===== src/rtl/cnn1d_pkg.sv =====
// cnn1d_pkg: scheduler state encoding, ADC code width and channel-id width helper.
package cnn1d_pkg;

    localparam int ADC_WIDTH = 12;

    typedef enum logic [1:0] {IDLE, RUN, DRAIN} sched_state_t;

    function automatic int ch_id_width(input int n);
        return (n > 1) ? $clog2(n) : 1;
    endfunction

endpackage


===== src/rtl/chan_tag_fifo.sv =====
// chan_tag_fifo: synchronous tag FIFO with first-word-fall-through head.
module chan_tag_fifo #(
    parameter int DEPTH = 16,
    parameter int WIDTH = 2
) (
    input  logic             clk,
    input  logic             rst,
    input  logic             push_i,
    input  logic [WIDTH-1:0] data_i,
    input  logic             pop_i,
    output logic [WIDTH-1:0] head_o,
    output logic             full_o,
    output logic             empty_o
);

    localparam int AW = (DEPTH > 1) ? $clog2(DEPTH) : 1;

    logic [WIDTH-1:0] mem_q [DEPTH];
    logic [AW-1:0]    wr_q, rd_q;
    logic [AW:0]      cnt_q;
    logic             do_push, do_pop;

    assign full_o  = cnt_q == (AW+1)'(DEPTH);
    assign empty_o = cnt_q == '0;
    assign head_o  = mem_q[rd_q];
    assign do_push = push_i & ~full_o;
    assign do_pop  = pop_i & ~empty_o;

    always_ff @(posedge clk or negedge rst) begin
        if (!rst) begin
            wr_q  <= '0;
            rd_q  <= '0;
            cnt_q <= '0;
        end else begin
            if (do_push) wr_q <= wr_q + 1'b1;
            if (do_pop) rd_q <= rd_q + 1'b1;
            cnt_q <= cnt_q + (AW+1)'(do_push) - (AW+1)'(do_pop);
        end
    end

    always_ff @(posedge clk) begin
        if (do_push) mem_q[wr_q] <= data_i;
    end

endmodule


===== src/rtl/adc_chan_sched.sv =====
// adc_chan_sched: round-robin ADC channel scheduler with result tagging.
// Optional ADC_CHAN_SCHED_STATS_EN adds per-channel saturating grant counters.
module adc_chan_sched
    import cnn1d_pkg::*;
#(
    parameter int NUM_CH      = 4,
    parameter int DATA_WIDTH  = 32,
    parameter int TAG_DEPTH   = 16,
    localparam int CH_ID_WIDTH = ch_id_width(NUM_CH)
) (
    input  logic                        clk,
    input  logic                        rst,
    input  logic                        enable_in,
    output logic                        busy_out,
    output logic                        err_out,
    input  logic [NUM_CH-1:0]           ch_valid_in,
    output logic [NUM_CH-1:0]           ch_ready_out,
    input  logic [NUM_CH*ADC_WIDTH-1:0] ch_data_in,
    output logic                        conv_valid_out,
    input  logic                        conv_ready_in,
    output logic [ADC_WIDTH-1:0]        conv_data_out,
    input  logic                        res_valid_in,
    output logic                        res_ready_out,
    input  logic [DATA_WIDTH-1:0]       res_data_in,
`ifdef ADC_CHAN_SCHED_STATS_EN
    output logic [NUM_CH*16-1:0]        stat_count_out,
`endif
    output logic                        voltage_valid_out,
    input  logic                        voltage_ready_in,
    output logic [DATA_WIDTH-1:0]       voltage_data_out,
    output logic [CH_ID_WIDTH-1:0]      voltage_chan_out
);

    sched_state_t           state_q;
    logic [CH_ID_WIDTH-1:0] ptr_q, gnt_id, cand;
    logic                   conv_valid_q, err_q;
    logic [ADC_WIDTH-1:0]   conv_data_q;
    logic                   gnt_ok, gnt_vld, fifo_full, fifo_empty, res_pop, in_flight;

    always_comb begin
        gnt_ok  = (state_q == RUN) && enable_in && !fifo_full && (!conv_valid_q || conv_ready_in);
        gnt_vld = 1'b0;
        gnt_id  = '0;
        cand    = '0;
        for (int k = 0; k < NUM_CH; k++) begin
            cand = CH_ID_WIDTH'((int'(ptr_q) + k) % NUM_CH);
            if (gnt_ok && !gnt_vld && ch_valid_in[cand]) begin
                gnt_vld = 1'b1;
                gnt_id  = cand;
            end
        end
    end

    assign ch_ready_out      = gnt_vld ? (NUM_CH'(1) << gnt_id) : '0;
    assign res_pop           = res_valid_in & voltage_ready_in & ~fifo_empty;
    assign in_flight         = ~fifo_empty | conv_valid_q;
    assign busy_out          = state_q != IDLE;
    assign err_out           = err_q;
    assign conv_valid_out    = conv_valid_q;
    assign conv_data_out     = conv_data_q;
    assign voltage_valid_out = res_valid_in & ~fifo_empty;
    assign voltage_data_out  = res_data_in;
    assign res_ready_out     = voltage_ready_in | fifo_empty;

    chan_tag_fifo #(.DEPTH(TAG_DEPTH), .WIDTH(CH_ID_WIDTH)) u_tags (
        .clk     (clk),
        .rst     (rst),
        .push_i  (gnt_vld),
        .data_i  (gnt_id),
        .pop_i   (res_pop),
        .head_o  (voltage_chan_out),
        .full_o  (fifo_full),
        .empty_o (fifo_empty)
    );

    // Grants are suppressed on the cycle enable drops so no tag is pushed while leaving RUN.
    always_ff @(posedge clk or negedge rst) begin
        if (!rst) begin
            state_q      <= IDLE;
            ptr_q        <= '0;
            conv_valid_q <= 1'b0;
            conv_data_q  <= '0;
            err_q        <= 1'b0;
        end else begin
            case (state_q)
                IDLE:    if (enable_in) state_q <= RUN;
                RUN:     if (!enable_in) state_q <= in_flight ? DRAIN : IDLE;
                default: if (!in_flight) state_q <= IDLE;
            endcase
            if (gnt_vld) begin
                ptr_q        <= (int'(gnt_id) == NUM_CH - 1) ? '0 : gnt_id + 1'b1;
                conv_valid_q <= 1'b1;
                conv_data_q  <= ch_data_in[int'(gnt_id)*ADC_WIDTH +: ADC_WIDTH];
            end else if (conv_ready_in) begin
                conv_valid_q <= 1'b0;
            end
            if (res_valid_in && fifo_empty) err_q <= 1'b1;
        end
    end

`ifdef ADC_CHAN_SCHED_STATS_EN
    for (genvar c = 0; c < NUM_CH; c++) begin : g_stat
        logic [15:0] stat_q;
        always_ff @(posedge clk or negedge rst) begin
            if (!rst) stat_q <= '0;
            else if (ch_ready_out[c] && stat_q != 16'hFFFF) stat_q <= stat_q + 16'd1;
        end
        assign stat_count_out[c*16 +: 16] = stat_q;
    end
`endif

endmodule


===== config.mk =====
export PLATFORM = sky130hd
export DESIGN_NAME = adc_chan_sched
export DESIGN_NICKNAME = d
export VERILOG_FILES = /design/src/rtl/cnn1d_pkg.sv /design/src/rtl/chan_tag_fifo.sv /design/src/rtl/adc_chan_sched.sv
export SDC_FILE = /design/constraint.sdc
export NUM_CORES = 1
export LEC_CHECK = 0
export CORE_MARGIN = 8
export CORE_UTILIZATION = 45
export DETAILED_ROUTE_END_ITERATION = 7
export GPL_TIMING_DRIVEN = 0
export PLACE_DENSITY = 0.81
export SYNTH_ARGS = -nofsm -noshare
export SYNTH_HDL_FRONTEND = slang
export SYNTH_SLANG_ARGS = --single-unit
export TNS_END_PERCENT = 10

===== constraint.sdc =====
create_clock -name clk -period 4 [get_ports clk]
set_clock_uncertainty 0.1 [all_clocks]
set_input_delay 0.4 -clock clk [delete_from_list [all_inputs] [get_ports clk]]
set_output_delay 0.4 -clock clk [all_outputs]
set_load 0.02 [all_outputs]

== Word level (Yosys, flattened, before mapping) ==
Memories as Yosys holds them, arrays and structs flattened.
Cells that the tools add are included.
W data, S select, Z words.

* Memories: 1
* Word-level logic and storage cells: 88
* Output and inout port bits: 55
* Bits in registers: 31
* Bits of input ports: 90
* Memory bits (writable): 32

* Add/subtract/negate cells: 8
* Bitwise gates (word level): 9
* Multiply operators: 1
* Equality and inequality tests: 6
* Reduce and logical (&&, ||, !) cells: 22
* Shift-type cells: 2
* Multiplexer cells: 27
* Magnitude comparators: 4

{| class="wikitable"
|+ Memory list
! name !! words !! width !! read ports !! clocked after memory_dff !! write ports !! line !! RTL
|-
| u_tags.mem_q || 16 || 2 || 1 || 0 || 1 || chan_tag_fifo.sv:18 || <nowiki>logic [WIDTH-1:0] mem_q [DEPTH];</nowiki>
|}

{| class="wikitable"
|+ Operator list
! kind !! count
|-
| $shiftx A48 B7 Y12 || 1
|-
| $mux W2 || 9
|-
| $lt A2 B3 Y1 const B || 4
|-
| $mux W1 || 12
|-
| $logic_and A1 B1 Y1 || 11
|-
| $add A4 B1 Y4 const B || 2
|-
| $bmux W1 S2 || 4
|-
| $add A5 B1 Y5 || 1
|-
| $and A1 B1 Y1 || 5
|-
| $eq A5 B5 Y1 const B || 1
|-
| $logic_not A1 Y1 || 5
|-
| $logic_not A5 Y1 || 1
|-
| $sub A5 B1 Y5 || 1
|-
| $add A2 B1 Y2 const B || 2
|-
| $add A2 B2 Y2 const B || 2
|-
| $eq A2 B1 Y1 const B || 2
|-
| $mul A2 B2 Y4 const B || 1
|-
| $mux W4 || 1
|-
| $ne A2 B2 Y1 const B || 2
|-
| $pmux W2 S2 || 1
|-
| $reduce_bool A2 Y1 || 2
|-
| $shl A1 B2 Y4 const A || 1
|-
| $ne A3 B1 Y1 const B || 1
|-
| $reduce_and A3 Y1 || 1
|-
| other kinds (4) || 6
|}

== Depth between registers and ports, before layout ==
Gate-level depths: netlist (run 1).

* Depth in word-level cells: 21
* Depth in mapped cells: 14
* Gate-level depth less buffers: 12

== Modules after synthesis ==
From an unflattened synthesis (run 1), not the netlist that was laid out.

* Cells, all modules: 339
* Area total of the unflattened synthesis: 3943.8 µm²

{| class="wikitable"
|+ Modules (own cells, without submodules)
! module !! area each (µm²) !! cells each !! sequential area each (µm²) !! instances
|-
| chan_tag_fifo || 2139.6 || 145 || 1286.2 || 1
|-
| adc_chan_sched || 1804.2 || 194 || 450.4 || 1
|}

== Worst setup path before layout (run 1) ==
No wires, ideal clock.

* Path kind: register to register
* Start point: register u_tags.cnt_q[3]
* End point: register u_tags.cnt_q[4]
* Cell stages (with the launch flop): 14
* Setup slack: 1.166 ns
* Required time: 3.777 ns
* Data arrival time: 2.611 ns
* Setup time: 0.123 ns
* Cells stage by stage: dfrtp_1 inv_1 ha_1 or4b_4 and3_4 buf_6 ha_1 inv_1 ha_1 fa_1 a21oi_1 nor2_1 nor2_1 xnor2_1

* Elaborated cells between the ends (all ways): 26

{| class="wikitable"
|+ RTL lines
! element !! line !! RTL
|-
| from (decl) || chan_tag_fifo.sv:20 || <nowiki>logic [AW:0] cnt_q;</nowiki>
|-
| from (signal assigned) || chan_tag_fifo.sv:37 || <nowiki>cnt_q <= cnt_q + (AW+1)'(do_push) - (AW+1)'(do_pop);</nowiki>
|-
| $logic_not A5 Y1 (*) || chan_tag_fifo.sv:24 || <nowiki>assign empty_o = cnt_q == '0;</nowiki>
|-
| $not A1 Y1 (*) || chan_tag_fifo.sv:27, adc_chan_sched.sv:55 ||
|-
| $and A1 B1 Y1 || adc_chan_sched.sv:55 || <nowiki>assign res_pop = res_valid_in & voltage_ready_in & ~fifo_empty;</nowiki>
|-
| $and A1 B1 Y1 (*) || chan_tag_fifo.sv:27 || <nowiki>assign do_pop = pop_i & ~empty_o;</nowiki>
|-
| net u_tags.do_pop || chan_tag_fifo.sv:21 || <nowiki>logic do_push, do_pop;</nowiki>
|-
| $sub A5 B1 Y5 (*) || chan_tag_fifo.sv:37 ||
|}

The timed path passes the listed nets; every way through them passes the cells marked *.
A chain may end at the register's enable or synchronous reset.

== Final worst setup path (run 1) ==
* Start point: register u_tags.cnt_q[2]
* End point: output ch_ready_out[3]

* Cells in the longest elaborated chain, start to end: 20
* Elaborated cells between the ends (all ways): 24

{| class="wikitable"
|+ RTL lines
! element !! line !! RTL
|-
| $eq A5 B5 Y1 (*) || chan_tag_fifo.sv:23 || <nowiki>assign full_o = cnt_q == (AW+1)'(DEPTH);</nowiki>
|-
| $logic_not A1 Y1 (*) || adc_chan_sched.sv:41 || <nowiki>gnt_ok = (state_q == RUN) && enable_in && !fifo_full && (!conv_valid_q || conv_ready_in);</nowiki>
|-
| $logic_and A1 B1 Y1 (*) (2 in a row) || adc_chan_sched.sv:41 ||
|-
| $logic_and A1 B1 Y1 || adc_chan_sched.sv:47 || <nowiki>if (gnt_ok && !gnt_vld && ch_valid_in[cand]) begin</nowiki>
|-
| $mux W1 || adc_chan_sched.sv:47 ||
|-
| $logic_not A1 Y1 || adc_chan_sched.sv:47 ||
|-
| $logic_and A1 B1 Y1 (2 in a row) || adc_chan_sched.sv:47 ||
|-
| $mux W1 || adc_chan_sched.sv:47 ||
|-
| $logic_not A1 Y1 || adc_chan_sched.sv:47 ||
|-
| $logic_and A1 B1 Y1 (2 in a row) || adc_chan_sched.sv:47 ||
|-
| $mux W1 || adc_chan_sched.sv:47 ||
|-
| $logic_not A1 Y1 || adc_chan_sched.sv:47 ||
|-
| $logic_and A1 B1 Y1 (2 in a row) || adc_chan_sched.sv:47 ||
|-
| $mux W2 (*) || adc_chan_sched.sv:47 ||
|-
| net gnt_id[1] || adc_chan_sched.sv:35 || <nowiki>logic [CH_ID_WIDTH-1:0] ptr_q, gnt_id, cand;</nowiki>
|-
| $shl A1 B2 Y4 (*) || adc_chan_sched.sv:54 || <nowiki>assign ch_ready_out = gnt_vld ? (NUM_CH'(1) << gnt_id) : '0;</nowiki>
|-
| $mux W4 (*) || adc_chan_sched.sv:54 ||
|-
| to (decl) || adc_chan_sched.sv:17 || <nowiki>output logic [NUM_CH-1:0] ch_ready_out,</nowiki>
|}

Marks and branches as above.

==> results_dict.tcl, run 1 <==
set metrics [dict create \
    dieArea_um2 12090 \
    path_class "reg -> out" \
    area_delta_synth_final_pct 35.15 \
    synth.avg_cell_area_um2 11.35 \
    fmax_mhz 269.5 \
    synth-edff-count 32 \
    drt_iter0_markers 163 \
    ys.flop_type "edfxtp_1" \
    run_status "completed" \
    slew_viol_final 0 \
    hp-class "in -> async" \
    h-tree-depth 3 \
    cts_root_buffer "clkbuf_8" \
    grt_use_total 0.1696 \
    clkTransAtPathRegs_ns 0.07 \
    cp_cell_sequence "inv_1 -> ha_1 -> nand4bb_1 -> and4_1 -> buf_6 -> o221ai_4 -> buf_6 -> inv_1 -> ha_1 -> and3_1 -> clkdlybuf4s50_1" \
    end_kind "primary output" \
    relSlewSlack 0.5018 \
    yosysSeqAreaShare 0.4372 \
    async_flop_share 0.4921 \
    max-vdd-ir-drop_v 0.0002633 \
    ios 145 \
    dp_hpwl_um 8157 \
    antenna_cells 0 \
    via_per_inst 5.265 \
    finalCriticalPeriod_ns 3.711 \
    routed_wirelength_um 10210 \
    cts.path.max_buffers 2 \
    rows 34 \
    synthMuxAreaShare 0.06331 \
    fp.dieH_um 110.0 \
    wl_per_cell_um 17.48 \
    yosys.area.top_type_share 0.2419 \
    worstSetupStartpointType "register" \
    synth_area_leader_cell "edfxtp_1" \
    synth.area.top_cells "edfxtp_1 24%, dfrtp_1 20%, buf_4 7.7%" \
    grt_max_degree 32 \
    gp_congestion 0.8617 \
    synth_seq_cells 63 \
    rsz0062_at_grt "no" \
    nets 577 \
    route.detailed.drc 0 \
    start_util 0.4600 \
    core-area_um2 8636 \
    first_pass_iters 4 \
    ctsHoldBuffers 0 \
    vias 3075 \
    overflow 0 \
    synth_fp_nets 456 \
    drive_above_1_share 0.2269 \
    postRouteAntennaNets 0 \
    grt_pass1_vias 3251 \
    synth_top_family_by_area "simple AND/OR/NAND/NOR gates" \
    synthSimpleGateAreaFrac 0.1584 \
    setup_viol 0 \
    fin_tns_setup_ns 0 \
    cp.arrival_ns 3.21 \
    crit_slowest_cell "clkdlybuf4s50_1" \
    cts.repair.resized 0 \
    yosysUniqueCellTypes 53 \
    fin_total_pwr_mw 2.957 \
    cpPeakStageDelay_ns 0.63 \
    power_density_nw_per_um2 550.8 \
    cts-buffers-inserted 9 \
    cp_max_fo 18 \
    syn_inst 350 \
    yosysWarnings 0 \
    maxCapViolations 0 \
    worstSkewPairLatency_ns 0.33 \
    post-cts-setup-buffer-count 0 \
    numClockSinks 63 \
    die_w_um 110.0 \
    crit_required_ns 3.50 \
    synth_compound_area_frac 0.1524 \
    p_leak_nw 2.202 \
    grt_pass1_wl_um 15810 \
    antenna_found_initial 0 \
    synth_xor_area_frac 0.02205 \
    tightest_slew_ns 0.7473 \
    io_buffers 110 \
    timing.final.crit_share 0.9278 \
    cts_tree "yes" \
    hold_viol 0 \
    synth_area_um2 3973 \
    yosys.area_share.adder 0.05228 \
]
[where the power goes]
part / leakage, nW / switching, mW / internal, mW / total [mW]
clock: 0.0813 / 0.245 / 0.222 / 0.467
combinational: 1.45 / 0.764 / 0.724 / 1.49
sequential: 0.666 / 0.140 / 0.862 / 1.00
total: 2.20 / 1.15 / 1.81 / 2.96
[per-layer routing]
metal  up-vias  part of all wire  GRT usage
li1       1472                 -          -
met2       130              0.49     0.2740
met1      1465              0.40     0.1985
met4         0            0.0079    0.03857
met3         8              0.10    0.08324
met5         -                 0          0
[cell usage in the layout, fill, tap and decap left out, drive strengths merged, types with 4 or more instances in the layout]
master | netlist | layout
a211oi | 12 | 12
a21oi | 18 | 18
a221oi | 12 | 12
and2 | 13 | 13
and3 | 5 | 5
and4 | 5 | 5
buf | 49 | 50
clkbuf | 4 | 14
clkdlybuf4s50 | 0 | 109
clkinv | 0 | 5
dfrtp | 31 | 31
edfxtp | 32 | 32
ha | 15 | 15
inv | 16 | 16
mux4 | 10 | 10
nand2 | 24 | 24
nand2b | 5 | 5
nand4 | 4 | 4
nor2 | 30 | 30
nor3b | 14 | 14
o21ai | 15 | 15
xnor2 | 7 | 7
[path summary, 6_finish.rpt]
check                                      from               end  slack [ns]  cells past startpoint
min in group clk                        err_out           err_out        0.39                      1
worst min-delay path                        rst        state_q[1]        0.03                      1
worst max register to register  u_tags.cnt_q[2]   u_tags.cnt_q[4]        0.97                     13
worst max-delay path            u_tags.cnt_q[2]   ch_ready_out[3]        0.29                     11
max in group asynchronous                   rst  conv_data_out[8]        3.28                      1
worst min register to register          err_out           err_out        0.39                      1
[cell type report]
class / count / area (um2)
repair buffers: 110 / 1096
well taps: 108 / 135.1
inverters: 16 / 60.06
multi-input cells: 218 / 1782
clock buffers: 10 / 127.6
fillers: 689 / 3267
clock inverters: 6 / 37.54
flip-flops and latches: 63 / 1737
plain buffers: 53 / 394.1
[state kept, by name, summed over array words and instances (netlist names)]
name / count
u_tags.cnt_q: 5
u_tags.rd_q: 4
ptr_q: 2
conv_valid_out: 1
err_out: 1
u_tags.mem_q: 32
state_q: 2
conv_data_out: 12
u_tags.wr_q: 4
[through the flow]
step | area (um2) | instances | worst slack [ns] | hold WS, ns | utilization
6_report | 5369 | 584 | 0.2888 | 0.02680 | 0.6217
5_1_grt | 5369 | 584 | 0.09303 | 0.07290 | 0.6217
4_1_cts | 5369 | 584 | 0.2416 | 0.03905 | 0.6217
3_5_place_dp | 5204 | 568 | 0.2750 | 0.3727 | 0.6026
3_3_place_gp | 5209 | 568 | 0.2951 | 0.3626 | 0.6032
2_1_floorplan | 3973 | 350 | 1.166 | 0.004409 | -
[critical path: cells and delay by family (launching register included)]
kind            cells  cell delay (ns)
flops               1             0.36
compound gates      1             0.13
buf+inv             5             1.42
fa+ha+maj           2             0.46
simple gates        3             0.50
[Yosys cell counts, types with 3 or more instances]
master	instances
and3_1	4
a21oi_1	17
o21ai_1	8
xnor2_1	7
a211oi_1	6
inv_1	14
ha_1	15
mux4_2	10
and2_1	12
nand2b_1	5
a211oi_2	6
buf_4	41
buf_2	3
edfxtp_1	32
buf_6	5
clkbuf_1	4
o211ai_2	3
nor2_1	29
dfrtp_1	31
nand2_1	23
xor2_1	3
o21ai_0	7
nor3b_1	14
a221oi_2	10
and4_1	5
nand4_1	3
[cell families (layout without fill, tap and decap cells)]
group           count (synthesis)  after routing
buf+inv                        69            195
mux                            12             12
xor+xnor                       10             10
fa+ha+maj                      16             16
compound gates                 69             69
simple gates                  111            111
flops                          63             63
Note: power is estimated with default switching activity, not from simulation.
==> run 2, diff against run 1 <==
--- a/config.mk
+++ b/config.mk
@@ -6,10 +6,10 @@
 export NUM_CORES = 1
 export LEC_CHECK = 0
 export CORE_MARGIN = 8
-export CORE_UTILIZATION = 45
+export CORE_UTILIZATION = 40
 export DETAILED_ROUTE_END_ITERATION = 7
 export GPL_TIMING_DRIVEN = 0
-export PLACE_DENSITY = 0.81
+export PLACE_DENSITY = 0.73
 export SYNTH_ARGS = -nofsm -noshare
 export SYNTH_HDL_FRONTEND = slang
 export SYNTH_SLANG_ARGS = --single-unit
==> results_dict.tcl, run 2 (synthesis results as in run 1) <==
set metrics [dict create \
    run_status "completed" \
    largest_reg_flops 32 \
    hp-class "in -> async" \
    cts_tree "yes" \
    cp-startpoint "ch_valid_in[1]" \
    worstSetupStartpointType "primary input" \
    antenna_found_initial 0 \
    io_buffers 110 \
    crit_top_cell "clkdlybuf4s50_1" \
    timing.rr.start "u_tags.cnt_q[2]" \
    r2r_end "u_tags.cnt_q[4]" \
    worstRegToRegCells 13 \
    relSlewSlack 0.5113 \
    dp_slack_ns 0.2434 \
    grtUsageMet2 0.2822 \
    grt_busiest_layer "met2" \
    rsz0062_at_grt "no" \
    fp.dieH_um 115.7 \
    tightest_slew_ns 0.7330 \
    area_delta_synth_final_pct 36.79 \
    clkTransAtPathRegs_ns 0.07 \
    die_w_um 115.7 \
    rows 36 \
    timing.final.crit_share 0.9383 \
    grt_pass1_wl_um 16470 \
    grt_util_met1 0.1720 \
    core-area_um2 9729 \
    crit_slowest_cell "clkdlybuf4s50_1" \
    worstSkewPairLatency_ns 0.34 \
    route.detailed.drc 0 \
    finalCriticalPeriod_ns 3.753 \
    fmax_mhz 266.4 \
    vias 3044 \
    worstSetupEndpoint "ch_ready_out[3]" \
    dieArea_um2 13380 \
    p_leak_nw 2.224 \
    cp.arrival_ns 3.25 \
    cpPeakStageDelay_ns 0.62 \
    cts-buffers-inserted 9 \
    max-vdd-ir-drop_v 0.0002760 \
    final_common_cell "clkdlybuf4s50_1" \
    power_density_nw_per_um2 561.3 \
    r2r_slack_ns 0.98 \
    cts_root_buffer "clkbuf_8" \
    swShare 0.3765 \
    overflow 0 \
    switchingPower_mw 1.148 \
    hold_viol 0 \
    pwr-share-comb 0.486 \
    p_clk_frac 0.182 \
    antenna_cells 0 \
    postRouteAntennaNets 0 \
    cp_max_fo 18 \
    ctsHoldBuffers 0 \
    ios 145 \
    cp_cell_sequence "clkdlybuf4s50_1 -> nand2b_1 -> o211ai_2 -> o221ai_4 -> buf_6 -> inv_1 -> ha_1 -> and3_1 -> clkdlybuf4s50_1" \
    drt_iter0_markers 128 \
    start_util 0.4083 \
    routed_wirelength_um 10320 \
    path_class "in -> out" \
    maxCapViolations 0 \
    numClockSinks 63 \
    top_register "u_tags.mem_q" \
    final_cell_mix "109 x clkdlybuf4s50_1, 41 x buf_4, 32 x edfxtp_1" \
    worst_slack_ns 0.2467 \
    end_kind "primary output" \
    internal_power_mw 1.902 \
    cts.repair.resized 0 \
    crit_required_ns 3.50 \
    drive_above_1_share 0.2290 \
    fin_tns_setup_ns 0 \
    dp_hpwl_um 8218 \
    post-cts-setup-buffer-count 0 \
    first_pass_iters 4 \
    grt_use_total 0.1592 \
    slew_viol_final 0 \
    wl_per_cell_um 16.94 \
    h-tree-depth 3 \
    setup_viol 0 \
    nets 577 \
    grt_pass1_vias 3362 \
    power_frac_seq 0.332 \
    cts.path.max_buffers 2 \
    via_per_inst 4.998 \
    grt_max_degree 32 \
    gp_congestion 0.8280 \
    grt_use_met3 0.05941 \
]
[run 2: worst min path at each step]
stage                  endpoint  slack [ns]  cells past startpoint
3_5_place_dp            err_out        0.39                      1
5_1_grt              state_q[1]        0.07                      1
3_3_place_gp            err_out        0.36                      1
6_report        u_tags.cnt_q[4]        0.02                      1
2_1_floorplan  conv_data_out[0]       0.004                      0
4_1_cts              state_q[0]        0.04                      1
[run 2: routing by layer]
layer	vias to the layer above	wire [um]
li1	1474	-
met1	1439	4216
met2	114	5125
met3	17	803
met4	0	173
met5	-	0
[run 2: area by class of cell]
class	instances	area, um2
clock inverter	4	43.79
fill	834	4295
tap	133	166.4
multi-input combinational	218	1782
sequential	63	1737
buffer	53	394.1
timing repair buffer	110	1096
clock buffer	12	155.1
inverter	16	60.06
[run 2: worst max-delay path, delay by kind of cell]
family / cells / cell delay, ns
and+or+nand+nor: 2 / 0.48
AOI/OAI and AO/OA: 2 / 0.40
buffers and inverters: 4 / 1.69
adders and majority gates: 1 / 0.26
[run 2: power groups by stage]
stage / registers [mW] / clock network, mW / logic [mW]
global placement: 1.01 / 0 / 1.46
floorplan: 1.07 / 0 / 0.914
CTS: 1.01 / 0.568 / 1.51
finish: 1.01 / 0.554 / 1.48
global route: 1.04 / 0.592 / 1.62
detailed placement: 1.02 / 0 / 1.51
[run 2: metrics by stage]
stage          hold WS, ns  instances  area (um2)  power [mW]  utilization
6_report           0.01704        609        5434       3.050       0.5585
3_5_place_dp        0.3916        593        5235       2.525       0.5381
2_1_floorplan     0.004409        350        3973       1.984            -
4_1_cts            0.03644        609        5434       3.089       0.5585
5_1_grt            0.06770        609        5434       3.254       0.5585
3_3_place_gp        0.3604        593        5240       2.473       0.5386
